[config.mk]
export PLATFORM = sky130hd
export DESIGN_NAME = dragon_body_chain
export DESIGN_NICKNAME = d
export VERILOG_FILES = /design/src/rtl/dragon_pkg.sv /design/src/rtl/frame_tick_gen.sv /design/src/rtl/dragon_body_chain.sv
export SDC_FILE = /design/constraint.sdc
export NUM_CORES = 1
export LEC_CHECK = 0
export BUFFER_PORTS_ARGS = -buffer_cell sky130_fd_sc_hd__clkbuf_2
export CORE_ASPECT_RATIO = 0.75
export CORE_MARGIN = 2
export CORE_UTILIZATION = 50
export CTS_BUF_LIST = sky130_fd_sc_hd__clkbuf_8
export DETAILED_ROUTE_END_ITERATION = 16
export GPL_TIMING_DRIVEN = 0
export PLACE_DENSITY = 0.86
export SYNTH_ARGS = -nofsm -noshare
export SYNTH_HDL_FRONTEND = slang
export SYNTH_SLANG_ARGS = --single-unit
export TNS_END_PERCENT = 5
[constraint.sdc]
create_clock -name clk -period 2.6 [get_ports clk]
set_input_delay 0.26 -clock clk [delete_from_list [all_inputs] [get_ports clk]]
set_output_delay 0.26 -clock clk [all_outputs]
set_load 0.02 [all_outputs]
[src/rtl/dragon_pkg.sv]
// Shared dragon sprite constants: segment word layout, orientations, defaults.
// Imported by the body chain and the head controller.
package dragon_pkg;
  localparam int SEG_W            = 10;
  localparam int ORIENT_W         = 2;
  localparam int POS_W            = SEG_W - ORIENT_W;
  localparam int DEF_MAX_SEGMENTS = 8;
  localparam int DEF_MOVE_PERIOD  = 10;

  typedef enum logic [ORIENT_W-1:0] {UP = 2'd0, RIGHT = 2'd1, DOWN = 2'd2, LEFT = 2'd3} orient_e;

  // Low n bits set; callers truncate to their own slot count.
  function automatic logic [15:0] therm16(input logic [4:0] n);
    logic [15:0] t;
    t = '0;
    for (int i = 0; i < 16; i++) t[i] = (5'(i) < n);
    return t;
  endfunction
endpackage

[src/rtl/frame_tick_gen.sv]
// vsync rising-edge detector plus modulo-MOVE_PERIOD frame counter.
// shift is combinational and high for the clk on which the wrapping edge is seen.
module frame_tick_gen
  import dragon_pkg::*;
#(
  parameter int MOVE_PERIOD = DEF_MOVE_PERIOD
) (
  input  logic clk,
  input  logic reset,
  input  logic vsync,
  output logic shift
);
  logic       r_prev_vsync;
  logic [5:0] r_frame_cnt;
  logic       w_frame_edge;
  logic       w_wrap;

  assign w_frame_edge = vsync & ~r_prev_vsync;
  assign w_wrap       = (r_frame_cnt == 6'(MOVE_PERIOD - 1));
  assign shift        = w_frame_edge & w_wrap;

  always_ff @(posedge clk) begin
    if (!reset) begin
      r_prev_vsync <= 1'b0;
      r_frame_cnt  <= '0;
    end else begin
      r_prev_vsync <= vsync;
      if (w_frame_edge) r_frame_cnt <= w_wrap ? 6'd0 : r_frame_cnt + 6'd1;
    end
  end
endmodule

[src/rtl/dragon_body_chain.sv]
// Dragon body queue: shifts the head into a segment chain every MOVE_PERIOD
// frames, tracks live length, drives per-slot enables and head/body collision.
module dragon_body_chain #(
  parameter int MAX_SEGMENTS = dragon_pkg::DEF_MAX_SEGMENTS,
  parameter int SEG_W        = dragon_pkg::SEG_W,
  parameter int MOVE_PERIOD  = dragon_pkg::DEF_MOVE_PERIOD,
  parameter int INIT_LENGTH  = 0
) (
  input  logic                            clk,
  input  logic                            reset,
  input  logic                            vsync,
  input  logic                            heal,
  input  logic                            hit,
  input  logic [SEG_W-1:0]                dragon_head,
  output logic [MAX_SEGMENTS*SEG_W-1:0]   segments,
  output logic [MAX_SEGMENTS-1:0]         display_en,
  output logic [$clog2(MAX_SEGMENTS+1)-1:0] length,
  output logic                            move_tick,
  output logic                            self_collision,
  output logic                            empty_hit
);
  import dragon_pkg::*;

  localparam int LW = $clog2(MAX_SEGMENTS + 1);
  localparam int PW = SEG_W - ORIENT_W;
  localparam logic [MAX_SEGMENTS-1:0] INIT_DISP = MAX_SEGMENTS'(therm16(5'(INIT_LENGTH)));

  logic [MAX_SEGMENTS-1:0][SEG_W-1:0] r_seg;
  logic [LW-1:0]                      r_len;
  logic [MAX_SEGMENTS-1:0]            r_disp;
  logic                               r_move_tick;
  logic                               r_collision;
  logic                               r_empty_hit;

  logic                    w_shift;
  logic [LW-1:0]           w_len_nxt;
  logic [MAX_SEGMENTS-1:0] w_disp_nxt;
  logic                    w_empty_hit;
  logic                    w_collision;

  frame_tick_gen #(.MOVE_PERIOD(MOVE_PERIOD)) u_tick (
    .clk   (clk),
    .reset (reset),
    .vsync (vsync),
    .shift (w_shift)
  );

  // Simultaneous heal and hit cancel out.
  always_comb begin
    w_len_nxt   = r_len;
    w_empty_hit = 1'b0;
    if (heal && !hit) begin
      if (r_len != LW'(MAX_SEGMENTS)) w_len_nxt = r_len + 1'b1;
    end else if (hit && !heal) begin
      if (r_len == '0) w_empty_hit = 1'b1;
      else             w_len_nxt   = r_len - 1'b1;
    end
    w_disp_nxt = MAX_SEGMENTS'(therm16(5'(w_len_nxt)));
  end

  // Slot 0 is skipped: it mirrors the head right after every shift.
  always_comb begin
    w_collision = 1'b0;
    for (int i = 1; i < MAX_SEGMENTS; i++)
      if (r_disp[i] && (r_seg[i][PW-1:0] == dragon_head[PW-1:0])) w_collision = 1'b1;
  end

  always_ff @(posedge clk) begin
    if (!reset) begin
      r_seg       <= '0;
      r_len       <= LW'(INIT_LENGTH);
      r_disp      <= INIT_DISP;
      r_move_tick <= 1'b0;
      r_collision <= 1'b0;
      r_empty_hit <= 1'b0;
    end else begin
      r_move_tick <= w_shift;
      if (w_shift) begin
        r_seg[0] <= dragon_head;
        for (int i = 1; i < MAX_SEGMENTS; i++) r_seg[i] <= r_seg[i-1];
      end
      r_len       <= w_len_nxt;
      r_disp      <= w_disp_nxt;
      r_empty_hit <= w_empty_hit;
      r_collision <= w_collision;
    end
  end

  assign segments       = r_seg;
  assign display_en     = r_disp;
  assign length         = r_len;
  assign move_tick      = r_move_tick;
  assign self_collision = r_collision;
  assign empty_hit      = r_empty_hit;
endmodule

==> impl_results.md, run 1 <==
* Status: complete, no violations
* Syn nets at 549
* Worst-path maximum fanout at 6
* CTS H-tree lvls at 3
* Setup TNS at 0 ns
* Leakage at 2.131 nW
* Fin crit period at between 2 and 2.5 ns
* Area Overhead vs Synth at 19.52%
* Slew headroom at 0.4483
* Tcrit/Tclk final at 0.8643
* Vias at between 4000 and 5000
* CTS tree: yes
* Vias per inst at around 5.5
* Grt total ovfl at 0
* Sequential fraction of the synthesis area at 0.4721
* Setup Skew at approximately 0.014 ns
* Die Area at between 9000 and 10000 um^2
* Die Height at roughly 84 um
* I/O Pins at 110
* Core ar. at 8382 um^2
* Worst skew pair latency at about 0.37 ns
* Initial Util at 0.5110
* Post-Syn Area at between 4000 and 5000 um^2
* CP max-delay cell: dfxtp_1
* Die X at about 110 um
* Total CTS buffers at 9
* Synth Instances at 530
* Nets at roughly 660
* Most common cell in the netlist: nand2_1
* Routed wire length at between 10 and 15 mm
* Critical Path Max Stage Delay at ~0.43 ns
* Number of setup buffers added after CTS at 0
* CP cell instances: inv_1 -> ha_1 -> nor3b_1 -> or3_1 -> and3_1 -> or2_2 -> a211o_1
* Area contributors post-synth: dfxtp_1 (47%), nand2_1 (15%), xor2_1 (10%), a21oi_1 (9.6%), clkbuf_1 (2.5%)
* Setup-failing EPs final at 0
* Maximum clock path buffer count at 2
* # port buffers at between 100 and 150
* Setup crit end kind: flip-flop
* Clock transition at path regs at ~0.10 ns
* Final-report max-slew violation count at 0
* Yosys cell types at 44
* PostCTS Resize Cnt at 0
* Kind of critical path: reg2reg
* Clock sink count at approximately 100
* Routed WL per cell at 16.26 um
* Hold path depth at 3
* Data arrival, critical path at around 2.5 ns
* CTS Hold Bufs at 0
* Synth top area share at 0.4721
* Max Cap Viol at 0
* Largest net degree at the start of global routing at 18
* Crit start category: flip-flop
* Cell taking the most area after synthesis: dfxtp_1
* GP Congestion at between 0.8 and 0.9
* F_max at approximately 450 MHz
* Peak supply drop at 0.0003114 V
* Total track usage at 0.2617
* RSZ-0062 raised after global routing: no
* N_diodes at 0
* Number of global-route vias before repair at 3861
* Commonest cells in the netlist: nand2_1 (166), dfxtp_1 (101), a21oi_1 (82)
* Worst Path Required at about 2.9 ns
* Cell Rows at 29
* Drt first pass iters at 5
* # DRC at 0
* Share of layout cells above drive strength 1 at 0.2074
* CTS Root Buffer Type: clkbuf_8
* Final Util at 0.6107
* Detail Placement HPWL at around 9 mm
* Initial antenna violation count at 0
* Synthesized flop and latch total at roughly 100
* Yosys warns at 0
* Power density over cell area at roughly 550 nW/um^2
* Worst hold path type: in2reg
* Antenna violation net count after detailed routing at 0
* Mapped Avg Cell Area at a little over 8 um^2
* First-pass GRT wire length at 19.55 mm
* Post-synth EDFFs at 0
* Ys flop type: dfxtp_1
* Worst-Margin Slew at ~0.83 ns
* Cells on worst reg2reg path at 7
* Detailed Route Iter0 Violations at 380
* Fin. Hold Viols at 0
* Post-synth ARST share at 0
-- placed cells by master, fill, tap and decap left out, types with 3 or more instances in the layout --
master    instances
and3_1            3
nand2_1         166
o21ai_0           4
nor4_1            7
or3_1             3
xnor2_1          11
nand4_1           7
inv_1             4
buf_2             8
clkbuf_8          9
a21oi_1          82
xor2_1           49
and2_1            4
nand3_1           6
clkbuf_2        101
clkbuf_1         28
ha_1              4
nor2_1            6
dfxtp_1         101
nor3_1            6
-- worst max-delay path: cells and delay by family, from the launching register on --
kind | cells | cell delay [ns]
flip-flops | 1 | 0.43
adder cells (fa/ha/maj) | 1 | 0.25
AO/OA/AOI/OAI | 1 | 0.31
buffers and inverters | 1 | 0.09
AND/OR/NAND/NOR | 4 | 1.06
-- registers in the layout (all words and copies together) (netlist names) --
name                 count
u_tick.r_prev_vsync      1
display_en               7
move_tick                1
self_collision           1
empty_hit                1
length                   4
segments                80
u_tick.r_frame_cnt       6
-- worst paths after layout --
check	startpoint	endpoint	slack [ns]
min reg2reg	segments[78]$_SDFFE_PN0P_	segments[78]$_SDFFE_PN0P_	0.46
max	length[0]$_SDFF_PN0_	display_en[0]$_SDFF_PN0_	0.35
max reg2reg	length[0]$_SDFF_PN0_	display_en[0]$_SDFF_PN0_	0.35
min	dragon_head[9]	segments[9]$_SDFFE_PN0P_	0.12
-- layer usage --
metal	vias up	part of all wire	track usage
met5	-	0	0
met3	11	0.10	0.06643
met4	0	0.015	0.06023
met2	222	0.45	0.4172
met1	1972	0.44	0.3619
li1	1970	-	-
-- where the power goes --
group	switching [mW]	total [mW]	internal [mW]
logic	0.151	0.232	0.0804
registers	0.0221	1.59	1.57
clock network	0.555	1.00	0.448
total	0.728	2.82	2.10
-- stage by stage --
stage | worst slack (ns) | std cells | area [um^2] | power [mW] | hold slack [ns]
6_report | 0.3528 | 754 | 5119 | 2.825 | 0.1197
5_1_grt | 0.2429 | 754 | 5119 | 2.909 | 0.1184
4_1_cts | 0.3754 | 754 | 5119 | 2.840 | 0.1019
3_5_place_dp | 0.3936 | 739 | 4923 | 1.852 | 0.4487
3_3_place_gp | 0.4470 | 739 | 4923 | 1.841 | 0.4488
2_1_floorplan | 0.4193 | 530 | 4283 | 1.776 | 0.3873
-- cells by family after synthesis --
family          share of synthesized area
compound gates                     0.1312
flops                              0.4721
xor+xnor                           0.1227
fa+ha+maj                         0.01169
buf+inv                           0.04090
simple gates                       0.2214
-- cell type report --
type	count	area (um^2)
Multi-Input combinational cell	386	2086
Clock buffer	9	123.9
Tap cell	108	135.1
Fill cell	739	3263
Timing Repair Buffer	101	505.5
Sequential cell	101	2022
Buffer	37	152.6
Inverter	6	22.52
Clock inverter	6	71.32
No activity file was read; power rests on OpenSTA's default activity.
==> run 2, diff against run 1 <==
Settings changed: PLACE_DENSITY 0.86 to 0.76.
==> run 2 against run 1 <==
Compared with the run above:
- setup slack got worse by 0.0054 ns
- core utilization rose by 0.075 points
- combinational power barely moved
- clock power barely moved
- hold slack got worse by 0.0086 ns
- cell area rose by 0.12%
- routed wire length fell by 1.7%
- clock skew fell by 0.0079 ns
- first-iteration DRC count rose by 18%
- largest cell class unchanged
- largest power group unchanged
- global-route usage fell by 0.46 points
- sequential power barely moved
==> impl_results.md, run 2 (synthesized netlist as in run 1, its figures left out) <==
* Status: complete, no violations
* Cell Rows at 29
* # DRC at 0
* Metal2 WL at between 5 and 6 mm
* NetSw at 0.7198 mW
* Initial Util at 0.5110
* Antenna violation net count after detailed routing at 0
* Worst-path maximum fanout at 6
* Worst R2R Setup Slack at 0.35 ns
* Maximum clock path buffer count at 2
* Worst skew pair latency at 0.36 ns
* Reg area at 2022 um^2
* Worst hold path type: in2reg
* Fin crit period at around 2.3 ns
* Fillers at ~780
* Multi-input gate area at between 2000 and 2500 um^2
* Routed WL per cell at ~16 um
* Kind of critical path: reg2reg
* Number of global-route vias before repair at around 3800
* Placed Cells at 739
* # port buffers at 101
* Clock power frac at 0.359
* Die X at around 110 um
* Peak supply drop at approximately 0.00038 V
* CTS H-tree lvls at 3
* Clock sink count at about 100
* Int Pwr at about 2.1 mW
* Max reg flops at 80
* Met3 WL at about 950 um
* Initial antenna violation count at 0
* Core ar. at 8382 um^2
* Die Area at 9330 um^2
* Vias at approximately 4100
* Critical Path Max Stage Delay at 0.44 ns
* Leading cell type in the layout, fill and taps excluded: nand2_1
* Power density over cell area at 553.9 nW/um^2
* Placed cell area at just under 5000 um^2
* Largest net degree at the start of global routing at 17
* Nets at around 660
* R2r startpoint: length[0]$_SDFF_PN0_
* First-pass GRT wire length at about 19 mm
* Setup Skew at between 0.006 and 0.007 ns
* Slew headroom at 0.4339
* Number of setup buffers added after CTS at 0
* RSZ-0062 raised after global routing: no
* CTS Hold Bufs at 0
* CTS Root Buffer Type: clkbuf_8
* Leakage at roughly 2.1 nW
* Met1 WL at between 5 and 6 mm
* Grt total ovfl at 0
* Setup-failing EPs final at 0
* Data arrival, critical path at between 2 and 3 ns
* N_diodes at 0
* Gate power share at 0.082
* RR Endpoint: display_en[0]$_SDFF_PN0_
* Setup WS post-layout at 0.3474 ns
* Fin cells at 755
* CP cell instances: inv_1 -> ha_1 -> nor3b_1 -> or3_1 -> and3_1 -> or2_2 -> a211o_1
* Die Height at around 84 um
* Tcrit/Tclk final at 0.8664
* Area Overhead vs Synth at 19.66%
* Dpl ws at a little over 0.4 ns
* Setup TNS at 0 ns
* CTS tree: yes
* Worst-Margin Slew at between 0.8 and 0.9 ns
* Crit start category: flip-flop
* I/O Pins at 110
* Part of the power in registers at 0.560
* Cells on worst reg2reg path at 7
* Commonest non-fill, non-tap cells in the layout: nand2_1 (166), dfxtp_1 (101), clkbuf_2 (101)
* Total CTS buffers at 9
* Fin. Hold Viols at 0
* F_max at approximately 440 MHz
* Drt first pass iters at 5
* Detailed Route Iter0 Violations at 450
* Design area at 5125 um^2
* Critical Path End: display_en[0]$_SDFF_PN0_
* Vias per inst at 5.434
* Total track usage at 0.2571
* Max Cap Viol at 0
* CP max-delay cell: dfxtp_1
* Final-report max-slew violation count at 0
* Routed wire length at approximately 12 mm
* PostCTS Resize Cnt at 0
* Worst Path Required at about 2.9 ns
* Detail Placement HPWL at between 8 and 9 mm
* Share of layout cells above drive strength 1 at 0.2071
* Worst setup path start: length[0]$_SDFF_PN0_
* Clock transition at path regs at 0.09 ns
* Switch share at 0.2536
* Top layer reached by signal wires: met4
* Setup crit end kind: flip-flop
* GP Congestion at a little under 0.9
[run 2: cell types whose count changed in the layout (fill, tap and decap cells not counted)]
| cell | before | now |
|---|---|---|
| clkinvlp_4 | 2 | 1 |
| clkinv_4 | 1 | 2 |
| inv_1 | 4 | 5 |
| inv_6 | 2 | 0 |
| clkbuf_8 | 9 | 10 |
| clkinv_2 | 0 | 1 |
[run 2: layout make-up]
| type | count | share of cell area |
|---|---|---|
| Sequential cell | 101 | 0.3945 |
| Buffer | 37 | 0.02979 |
| Tap cell | 108 | 0.02637 |
| Timing Repair Buffer | 101 | 0.09863 |
| Clock inverter | 6 | 0.01245 |
| Clock buffer | 10 | 0.02686 |
| Multi-Input combinational cell | 386 | 0.4070 |
| Inverter | 6 | 0.004395 |
[run 2: power by group through the flow]
| stage | sequential [mW] | combinational [mW] | clock (mW) |
|---|---|---|---|
| floorplan | 1.64 | 0.136 | 0 |
| global placement | 1.62 | 0.220 | 0 |
| detailed placement | 1.62 | 0.226 | 0 |
| CTS | 1.59 | 0.228 | 1.02 |
| global route | 1.59 | 0.250 | 1.09 |
| finish | 1.59 | 0.231 | 1.02 |
[run 2: how the worst min path moves through the flow]
stage	depth (start not counted)	end	slack, ns	from
after floorplan	1	u_tick.r_prev_vsync$_SDFF_PN0_	0.39	vsync
after global placement	2	segments[78]$_SDFFE_PN0P_	0.44	segments[78]$_SDFFE_PN0P_
after detailed placement	2	segments[18]$_SDFFE_PN0P_	0.46	segments[8]$_SDFFE_PN0P_
after CTS	2	u_tick.r_prev_vsync$_SDFF_PN0_	0.10	vsync
after global routing	2	u_tick.r_prev_vsync$_SDFF_PN0_	0.09	vsync
final	2	u_tick.r_prev_vsync$_SDFF_PN0_	0.11	vsync
[run 2: per-layer routing]
layer | vias up | global-route usage
met5 | - | 0
met4 | 0 | 0.07955
li1 | 1959 | -
met3 | 29 | 0.07437
met2 | 177 | 0.3949
met1 | 1938 | 0.3542
[run 2: stage by stage]
| stage | power, mW | util | hold slack (ns) |
|---|---|---|---|
| CTS | 2.841 | 0.6114 | 0.1041 |
| finish | 2.839 | 0.6114 | 0.1111 |
| detailed placement | 1.850 | 0.5874 | 0.4627 |
| global placement | 1.843 | 0.5874 | 0.4434 |
| global route | 2.934 | 0.6114 | 0.08721 |
| floorplan | 1.776 | - | 0.3873 |
[run 2: worst max-delay path: cells and delay by family (launching register included)]
| kind | cells | cell delay, ns |
|---|---|---|
| buffers and inverters | 1 | 0.09 |
| and+or+nand+nor | 4 | 1.06 |
| adders and majority gates | 1 | 0.26 |
| DFF | 1 | 0.44 |
| AOI/OAI and AO/OA | 1 | 0.30 |
